`src/rtl/ppu_pkg.sv`:
```
// Shared picoPPU bus definitions: register selects, DMA/bus-writer state types, timing minimums.
// Defining PPU_OAM_DMA_VBLANK_WAIT_EN adds the WAIT_VB DMA state.
package ppu_pkg;

  localparam logic [2:0] REG_CTRL     = 3'd0;
  localparam logic [2:0] REG_ADDR     = 3'd1;
  localparam logic [2:0] REG_DATA     = 3'd2;
  localparam logic [2:0] REG_OAM_ADDR = 3'd3;
  localparam logic [2:0] REG_OAM_DATA = 3'd4;

  localparam int unsigned MIN_STROBE = 2;
  localparam int unsigned MIN_GAP    = 4;

  typedef enum logic [2:0] {
    DMA_IDLE,
    DMA_ADDR_WR,
    DMA_RD_REQ,
    DMA_RD_WAIT,
    DMA_WR_DATA,
    DMA_DONE
`ifdef PPU_OAM_DMA_VBLANK_WAIT_EN
    , DMA_WAIT_VB
`endif
  } dma_state_t;

  typedef enum logic [2:0] {
    BW_IDLE,
    BW_SETUP,
    BW_STROBE,
    BW_HOLD,
    BW_GAP
  } bw_phase_t;

endpackage

```
`src/rtl/ppu_bus_writer.sv`:
```
// One-shot PPU register write sequencer: SETUP, STROBE, HOLD, GAP, started by go while idle.
module ppu_bus_writer
  import ppu_pkg::*;
#(
  parameter int unsigned STROBE_CYCLES = 4,
  parameter int unsigned GAP_CYCLES    = 4
) (
  input  logic clk,
  input  logic reset_n,
  input  logic go,
  output logic idle,
  output logic gap_tail,
  output logic cs,
  output logic we_b,
  output logic data_oe
);

  localparam logic [7:0] STROBE_LAST = 8'(STROBE_CYCLES - 1);
  localparam logic [7:0] GAP_LAST    = 8'(GAP_CYCLES - 1);
  localparam logic [7:0] GAP_PENULT  = 8'(GAP_CYCLES - 2);

  bw_phase_t  phase_q, phase_d;
  logic [7:0] cnt_q, cnt_d;

  always_ff @(posedge clk) begin
    if (!reset_n) begin
      phase_q <= BW_IDLE;
      cnt_q   <= '0;
    end else begin
      phase_q <= phase_d;
      cnt_q   <= cnt_d;
    end
  end

  always_comb begin
    phase_d = phase_q;
    cnt_d   = '0;
    unique case (phase_q)
      BW_IDLE:   if (go) phase_d = BW_SETUP;
      BW_SETUP:  phase_d = BW_STROBE;
      BW_STROBE: begin
        if (cnt_q == STROBE_LAST) phase_d = BW_HOLD;
        else                      cnt_d   = cnt_q + 8'd1;
      end
      BW_HOLD:   phase_d = BW_GAP;
      BW_GAP: begin
        if (cnt_q == GAP_LAST) phase_d = BW_IDLE;
        else                   cnt_d   = cnt_q + 8'd1;
      end
      default:   phase_d = BW_IDLE;
    endcase
  end

  assign idle     = (phase_q == BW_IDLE);
  // Raised one cycle before the bus is free so a master can overlap its next request.
  assign gap_tail = (phase_q == BW_GAP) && (cnt_q == GAP_PENULT);
  assign cs       = (phase_q == BW_STROBE);
  assign we_b     = (phase_q != BW_STROBE);
  assign data_oe  = (phase_q == BW_SETUP) || (phase_q == BW_STROBE) || (phase_q == BW_HOLD);

endmodule

```
`src/rtl/ppu_oam_dma.sv`:
```
// OAM DMA bus master: one reg-3 address write, then RAM bytes streamed into reg 4, CPU halted meanwhile.
// Defining PPU_OAM_DMA_VBLANK_WAIT_EN holds the transfer in WAIT_VB until v_blank.
module ppu_oam_dma
  import ppu_pkg::*;
#(
  parameter int unsigned STROBE_CYCLES = 4,
  parameter int unsigned GAP_CYCLES    = 4,
  parameter int unsigned RD_LATENCY    = 1
) (
  input  logic        clk,
  input  logic        reset_n,
  input  logic        start,
  input  logic [15:0] src_addr,
  input  logic [7:0]  oam_start,
  input  logic [7:0]  len_words,
  input  logic        v_blank,
  output logic [15:0] mem_addr,
  output logic        mem_rd,
  input  logic [7:0]  mem_rdata,
  output logic        ppu_cs,
  output logic        ppu_we_b,
  output logic [2:0]  ppu_reg_sel,
  output logic [7:0]  ppu_data,
  output logic        ppu_data_oe,
  output logic        cpu_halt,
  output logic        busy,
  output logic        done
);

  localparam logic [7:0] LAT_LAST = 8'(RD_LATENCY - 1);

  dma_state_t  state_q, state_d;
  logic [15:0] addr_q;
  logic [8:0]  byte_q;
  logic [7:0]  lat_q;
  logic        wr_go, wr_idle, wr_gap_tail;
  logic        rd_last;

  ppu_bus_writer #(
    .STROBE_CYCLES(STROBE_CYCLES),
    .GAP_CYCLES   (GAP_CYCLES)
  ) u_writer (
    .clk     (clk),
    .reset_n (reset_n),
    .go      (wr_go),
    .idle    (wr_idle),
    .gap_tail(wr_gap_tail),
    .cs      (ppu_cs),
    .we_b    (ppu_we_b),
    .data_oe (ppu_data_oe)
  );

  assign rd_last = (state_q == DMA_RD_WAIT) && (lat_q == LAT_LAST);

  // Leaving on gap_tail lets RD_REQ share the writer's last GAP cycle.
  always_comb begin
    state_d = state_q;
    wr_go   = 1'b0;
    unique case (state_q)
      DMA_IDLE: begin
`ifdef PPU_OAM_DMA_VBLANK_WAIT_EN
        if (start) state_d = DMA_WAIT_VB;
`else
        if (start) state_d = DMA_ADDR_WR;
`endif
      end
`ifdef PPU_OAM_DMA_VBLANK_WAIT_EN
      DMA_WAIT_VB: if (v_blank) state_d = DMA_ADDR_WR;
`endif
      DMA_ADDR_WR: begin
        wr_go = wr_idle;
        if (wr_gap_tail) state_d = DMA_RD_REQ;
      end
      DMA_RD_REQ:  state_d = DMA_RD_WAIT;
      DMA_RD_WAIT: begin
        if (rd_last) begin
          wr_go   = 1'b1;
          state_d = DMA_WR_DATA;
        end
      end
      DMA_WR_DATA: if (wr_gap_tail) state_d = (byte_q == '0) ? DMA_DONE : DMA_RD_REQ;
      DMA_DONE:    state_d = DMA_IDLE;
      default:     state_d = DMA_IDLE;
    endcase
  end

  // A byte count of 0 means 512: the first decrement wraps it to 511.
  always_ff @(posedge clk) begin
    if (!reset_n) begin
      state_q     <= DMA_IDLE;
      addr_q      <= '0;
      byte_q      <= '0;
      lat_q       <= '0;
      ppu_data    <= '0;
      ppu_reg_sel <= '0;
    end else begin
      state_q <= state_d;
      if (state_q == DMA_IDLE && start) begin
        addr_q      <= src_addr;
        byte_q      <= {len_words, 1'b0};
        ppu_reg_sel <= REG_OAM_ADDR;
        ppu_data    <= oam_start;
      end
      if (state_q == DMA_RD_REQ)
        lat_q <= '0;
      else if (state_q == DMA_RD_WAIT && !rd_last)
        lat_q <= lat_q + 8'd1;
      if (rd_last) begin
        ppu_data    <= mem_rdata;
        ppu_reg_sel <= REG_OAM_DATA;
        addr_q      <= addr_q + 16'd1;
        byte_q      <= byte_q - 9'd1;
      end
    end
  end

  assign mem_addr = addr_q;
  assign mem_rd   = (state_q == DMA_RD_REQ);
  assign busy     = (state_q != DMA_IDLE) && (state_q != DMA_DONE);
  assign cpu_halt = busy;
  assign done     = (state_q == DMA_DONE);

`ifndef PPU_OAM_DMA_VBLANK_WAIT_EN
  logic unused_v_blank;
  assign unused_v_blank = v_blank;
`endif

endmodule

```
`config.mk`:
```
export PLATFORM = sky130hd
export DESIGN_NAME = ppu_oam_dma
export DESIGN_NICKNAME = d
export VERILOG_FILES = /design/src/rtl/ppu_pkg.sv /design/src/rtl/ppu_bus_writer.sv /design/src/rtl/ppu_oam_dma.sv
export SDC_FILE = /design/constraint.sdc
export NUM_CORES = 1
export LEC_CHECK = 0
export ABC_CLOCK_PERIOD_IN_PS = 3500
export CAP_MARGIN = 30
export CORE_MARGIN = 5
export CORE_UTILIZATION = 40
export CTS_BUF_LIST = sky130_fd_sc_hd__clkbuf_4 sky130_fd_sc_hd__clkbuf_8
export CTS_CLUSTER_DIAMETER = 80
export DETAILED_ROUTE_END_ITERATION = 7
export PLACE_DENSITY = 0.75
export SLEW_MARGIN = 20
export SYNTH_ARGS = -nofsm -noshare
export SYNTH_HDL_FRONTEND = slang
export SYNTH_SLANG_ARGS = --single-unit
export TNS_END_PERCENT = 5
```
`constraint.sdc`:
```
create_clock -name clk -period 3.5 [get_ports clk]
set_clock_uncertainty 0.1 [all_clocks]
set_input_delay 0.7 -clock clk [delete_from_list [all_inputs] [get_ports clk]]
set_output_delay 0.7 -clock clk [all_outputs]
set_load 0.03 [all_outputs]
```
==> results of run 1 <==
==> layout make-up <==
class,count,area [um^2],area share
Clock buffer,11,145,0.0364
Clock inverter,4,20.0,0.00502
Inverter,14,52.6,0.0132
Multi-Input combinational cell,270,1710,0.429
Sequential cell,57,1140,0.286
Tap cell,99,124,0.0310
Timing Repair Buffer,81,798,0.200
==> layout by cell type (no fill, tap or decap), types with 8 or more instances in the layout <==
cell type and instances:
nor3_1 8, nand2_1 45, inv_1 14, nand3_1 11, a31oi_1 12, nor2_1 30
dfxtp_1 57, nand4_1 8, a22oi_1 10, clkdlybuf4s50_1 76, or3_1 8, xnor2_1 8
o21ai_0 8, clkbuf_8 10, a21oi_1 23
==> metrics by stage <==
| stage | hold WS, ps | worst slack [ps] | area, um^2 |
|---|---|---|---|
| after global placement | 342 | 780 | 3830 |
| after CTS | 359 | 782 | 3990 |
| after detailed placement | 350 | 749 | 3830 |
| final | 359 | 802 | 3990 |
| after global routing | 385 | 685 | 3990 |
| after floorplan | 348 | 1440 | 3010 |
==> cell families (layout without fill, tap and decap cells) <==
family                     after synthesis  in the layout
muxes                                    4              4
adders and majority gates                6              6
DFF                                     57             57
and+or+nand+nor                        153            153
xor gates and xnor gates                14             14
AOI/OAI and AO/OA                       93             93
buffers and inverters                   35            110
==> state kept, by name, indices dropped and copies added, names as in the netlist <==
register          count
ppu_reg_sel           2
ppu_data              8
lat_q                 8
u_writer.cnt_q        8
byte_q                9
state_q               3
mem_addr             16
u_writer.phase_q      3
==> metal layers <==
layer	vias up	GRT usage	routed length [um]
li1	1477	-	-
met1	1420	0.218	3720
met2	59	0.303	4130
met3	8	0.0388	318
met4	0	0.0637	121
met5	-	0	0
==> how the worst max path moves through the flow <==
stage	endpoint	start	slack (ps)	cells past startpoint
after floorplan	mem_addr[14]	mem_addr[0]	1440	5
after global placement	byte_q[8]	start	780	5
after detailed placement	byte_q[8]	start	750	5
after CTS	done	state_q[0]	780	3
after global routing	done	state_q[0]	680	3
final	done	state_q[0]	800	3
==> power by group <==
| part | total [uW] | internal, uW | switching, uW |
|---|---|---|---|
| logic | 252 | 123 | 129 |
| registers | 707 | 675 | 31.8 |
| clock network | 537 | 275 | 263 |
| total | 1500 | 1070 | 424 |
==> critical path: cells and delay by family (launching register included) <==
| family | cells | cell delay, ps |
|---|---|---|
| buf+inv | 2 | 810 |
| flops | 1 | 600 |
| simple gates | 1 | 140 |
==> flow_metrics.env, run 1 <==
export IMPL_synthFlopType="dfxtp_1"
export IMPL_synth_async_reset_ratio=0
export IMPL_ys_seq_elements=57
export IMPL_grt_pass1_wl_um=13800
export IMPL_grt_start_max_net_pins=34
export IMPL_coreArea_um2=7290
export IMPL_worstPathRequired_ps=2700
export IMPL_total_power_uw=1500
export IMPL_grt_pass1_vias=2831
export IMPL_vias_per_cell=5.53
export IMPL_path_max_fanout=13
export IMPL_die_area_um2=9350
export IMPL_path_class="flip-flop to output port"
export IMPL_max_freq_mhz=371
export IMPL_cellPowerDensity_nw_per_um2=375
export IMPL_peakVddDrop_mv=0.214
export IMPL_cts_tree="done"
export IMPL_timing_slew_headroom=0.529
export IMPL_vias=2964
export IMPL_worstMarginPinSlew_ps=701
export IMPL_yosys_warnings=0
export IMPL_place_congestion=0.858
export IMPL_netlist_instances=362
export IMPL_placement_io_buffers=76
export IMPL_drc=0
export IMPL_reg2reg_slack_ps=1040
export IMPL_cpPeakStageDelay_ps=680
export IMPL_start_kind="flip-flop"
export IMPL_slowest_stage="clkdlybuf4s50_1"
export IMPL_post_cts_buffers=0
export IMPL_fp_row_count=31
export IMPL_chipWidth_um=96.7
export IMPL_dp_cells=521
export IMPL_die_h_um=96.7
export IMPL_overflow=0
export IMPL_drtIter0Drc=179
export IMPL_drive_gt1_frac=0.0664
export IMPL_first_pass_iters=4
export IMPL_hold_path_end="ppu_data[0]"
export IMPL_yosysSeqAreaShare=0.379
export IMPL_cts_buffer_depth=2
export IMPL_nFillCells=700
export IMPL_worstPathArrival_ps=1900
export IMPL_antenna_found_initial=0
export IMPL_synth_edf_count=0
export IMPL_ys_types=58
export IMPL_whs_path_depth=2
export IMPL_dpl_hpwl_um=5860
export IMPL_rr_startpoint="lat_q[0]"
export IMPL_rr_endpoint="mem_addr[11]"
export IMPL_rsz0062_at_grt="false"
export IMPL_initial_core_util=0.412
export IMPL_cts_buffers=9
export IMPL_cts_clk_slew_worst_paths_ps=60
export IMPL_drt_antenna_violating_nets=0
export IMPL_period_needed_ps=2700
export IMPL_grt_total_usage=0.177
export IMPL_synthSimpleGateAreaFrac=0.278
export IMPL_synth_top_family_by_area="simple AND/OR/NAND/NOR gates"
export IMPL_synth_most_common_cell="dfxtp_1"
export IMPL_slew_violations=0
export IMPL_cts_sinks=57
export IMPL_synth_area_um2=3010
export IMPL_crit_chain="inv_1 > nor2_1 > clkdlybuf4s50_1"
export IMPL_root_buffer="clkbuf_8"
export IMPL_clk_latency_ps=340
export IMPL_synth_compound_area_share=0.211
export IMPL_synth_top_area_frac=0.379
export IMPL_synth_nets=412
export IMPL_ctsHoldBuffers=0
export IMPL_outcome="finished, final reports clean"
export IMPL_cts_repair_resized=0
export IMPL_cts_htree_levels=3
export IMPL_r2r_worst_path_cells=6
export IMPL_hold_start="ppu_data[0]"
export IMPL_wirelength_um=8290
export IMPL_cp_end_kind="output port"
export IMPL_ios=78
export IMPL_fin_util=0.547
export IMPL_synth_xor_area_frac=0.0408
export IMPL_synth_common_cells="57 x dfxtp_1, 45 x nand2_1, 30 x nor2_1, 23 x a21oi_1, 14 x inv_1"
export IMPL_leakage_uw=0.00139
export IMPL_synthTopCellsByArea="dfxtp_1 38%, nand2_1 5.6%, a21oi_1 3.8%, nor2_1 3.7%, a22oi_1 2.5%"
export IMPL_area_growth_pct=32.7
export IMPL_route_detailed_wl_per_inst_um=15.5
export IMPL_synth_top_area_cell="dfxtp_1"
export IMPL_hold_violations=0
export IMPL_final_net_count=483
export IMPL_synth_area_per_cell_um2=8.31
export IMPL_synth_fa_ha_area_frac=0.0250
export IMPL_min_path_type="flip-flop to flip-flop"
export IMPL_fin_setup_tns_ps=0
export IMPL_min_period_over_period=0.771
export IMPL_drv_cap=0
export IMPL_instances_no_fill=536
export IMPL_synth_mux_area_fraction=0.0137
export IMPL_n_antenna_cell=0
export IMPL_setup_viol_count_final=0
Power figures use the tool's default switching activity.
==> inputs of run 2 (changes only) <==
--- a/config.mk
+++ b/config.mk
@@ -5,7 +5,7 @@
 export SDC_FILE = /design/constraint.sdc
 export NUM_CORES = 1
 export LEC_CHECK = 0
-export ABC_CLOCK_PERIOD_IN_PS = 3500
+export ABC_CLOCK_PERIOD_IN_PS = 2640
 export CAP_MARGIN = 30
 export CORE_MARGIN = 5
 export CORE_UTILIZATION = 40
==> constraint.sdc (replaced) <==
create_clock -name clk -period 2.64 [get_ports clk]
set_clock_uncertainty 0.1 [all_clocks]
set_input_delay 0.528 -clock clk [delete_from_list [all_inputs] [get_ports clk]]
set_output_delay 0.528 -clock clk [all_outputs]
set_load 0.03 [all_outputs]
==> run 2 against run 1 <==
Core utilization increased by 1.3 points. Final area up 2.4%. Via count rose by 0.67%. Cell count is 2.1% higher. Register-to-register slack lost 650 ps. Global-route usage grew 0.83 points. Setup slack got worse by 670 ps. Critical path type unchanged.
==> flow_metrics.env, run 2 (synthesis results as in run 1) <==
export IMPL_whs_ps=356
export IMPL_die_h_um=96.7
export IMPL_reg2reg_slack_ps=390
export IMPL_min_path_type="flip-flop to flip-flop"
export IMPL_drv_cap=0
export IMPL_cpLargestDelayFamily="buffers and inverters"
export IMPL_vias=2984
export IMPL_chipWidth_um=96.7
export IMPL_largest_reg_flops=16
export IMPL_fin_setup_tns_ps=0
export IMPL_use_met2=0.319
export IMPL_drt_antenna_violating_nets=0
export IMPL_rsz0062_at_grt="false"
export IMPL_route_detailed_wl_per_inst_um=15.5
export IMPL_cellPowerDensity_nw_per_um2=500
export IMPL_n_antenna_cell=0
export IMPL_initial_core_util=0.412
export IMPL_worstMarginPinSlew_ps=580
export IMPL_crit_chain="nand2b_1 > nor2_1 > clkdlybuf4s50_1"
export IMPL_hold_path_end="ppu_data[4]"
export IMPL_coreArea_um2=7290
export IMPL_cpPeakStageDelay_ps=680
export IMPL_cts_clk_slew_worst_paths_ps=70
export IMPL_hold_violations=0
export IMPL_mostFrequentLayoutCells="76 x clkdlybuf4s50_1, 57 x dfxtp_1, 45 x nand2_1"
export IMPL_cp_end_kind="output port"
export IMPL_grt_pass1_vias=3025
export IMPL_die_area_um2=9350
export IMPL_dpl_cell_area_um2=3900
export IMPL_final_net_count=493
export IMPL_timing_slew_headroom=0.611
export IMPL_cp_num_buf_inv=1
export IMPL_path_class="flip-flop to output port"
export IMPL_antenna_found_initial=0
export IMPL_peakVddDrop_mv=0.269
export IMPL_cts_repair_resized=0
export IMPL_wirelength_um=8460
export IMPL_cts_htree_levels=3
export IMPL_place_congestion=0.863
export IMPL_max_freq_mhz=398
export IMPL_root_buffer="clkbuf_8"
export IMPL_final_common_cell="clkdlybuf4s50_1"
export IMPL_slew_violations=0
export IMPL_period_needed_ps=2510
export IMPL_fp_row_count=31
export IMPL_grt_start_max_net_pins=24
export IMPL_start_kind="flip-flop"
export IMPL_path_max_fanout=11
export IMPL_placement_io_buffers=76
export IMPL_area_growth_pct=35.9
export IMPL_r2r_worst_path_cells=4
export IMPL_cts_tree="done"
export IMPL_worstPathRequired_ps=2010
export IMPL_grt_pass1_wl_um=14600
export IMPL_post_cts_buffers=0
export IMPL_rr_endpoint="mem_addr[11]"
export IMPL_grtUsageMet1=0.222
export IMPL_ctsHoldBuffers=0
export IMPL_grt_total_usage=0.186
export IMPL_dpl_hpwl_um=6180
export IMPL_leakage_uw=0.00144
export IMPL_outcome="finished, final reports clean"
export IMPL_whs_path_depth=2
export IMPL_hold_start="ppu_data[4]"
export IMPL_cts_buffers=9
export IMPL_stdcell_area_um2=4090
export IMPL_clk_latency_ps=330
export IMPL_setup_viol_count_final=0
export IMPL_rr_startpoint="state_q[1]"
export IMPL_first_pass_iters=4
export IMPL_cts_buffer_depth=2
export IMPL_drtIter0Drc=134
export IMPL_worstPathArrival_ps=1880
export IMPL_overflow=0
export IMPL_drive_gt1_frac=0.0893
export IMPL_slowest_stage="clkdlybuf4s50_1"
export IMPL_min_period_over_period=0.951
export IMPL_ios=78
export IMPL_cts_sinks=57
export IMPL_busiest_layer="met2"
export IMPL_drc=0
export IMPL_vias_per_cell=5.46
export IMPL_met3_usage=0.0460
==> run 2: worst max path at each step <==
| stage | from | end | slack (ps) | cells past startpoint |
|---|---|---|---|---|
| final | state_q[2] | done | 130 | 3 |
| after global routing | state_q[2] | done | 30 | 3 |
| after CTS | state_q[2] | done | 120 | 3 |
| after detailed placement | start | mem_addr[5] | 150 | 5 |
| after global placement | start | byte_q[8] | 170 | 5 |
| after floorplan | mem_addr[0] | mem_addr[14] | 580 | 5 |
==> run 2: cell type report <==
type	count	area [um^2]
clock buffer	14	174
clock inverter	2	12.5
fill	707	3200
inverter	14	52.6
multi-input combinational	270	1710
sequential	57	1140
tap	99	124
timing repair buffer	91	873
==> run 2: report_power, final <==
group / leakage, uW / switching, uW / internal (uW)
registers: 0.000465 / 39.5 / 895
clock network: 0.0000969 / 339 / 422
logic: 0.000881 / 176 / 170
total: 0.00144 / 555 / 1490
==> run 2: per-stage QoR <==
step | power (uW) | cells | utilization | worst slack [ps]
after detailed placement | 1300 | 531 | 0.535 | 147
after floorplan | 1130 | 362 | - | 582
after global routing | 2140 | 547 | 0.561 | 32.8
after CTS | 2060 | 547 | 0.561 | 117
after global placement | 1290 | 531 | 0.535 | 168
final | 2040 | 547 | 0.561 | 129
==> run 2: tightest hold or removal path, stage by stage (launching register included) <==
cell and delay [ps]:
dfxtp_1 310, nand2_1 50, a21oi_1 50
==> run 2: layer usage <==
metal	part of all wire	vias up
met2	0.51	60
met4	0.016	0
met3	0.037	12
li1	-	1496
met1	0.43	1416
met5	0	-
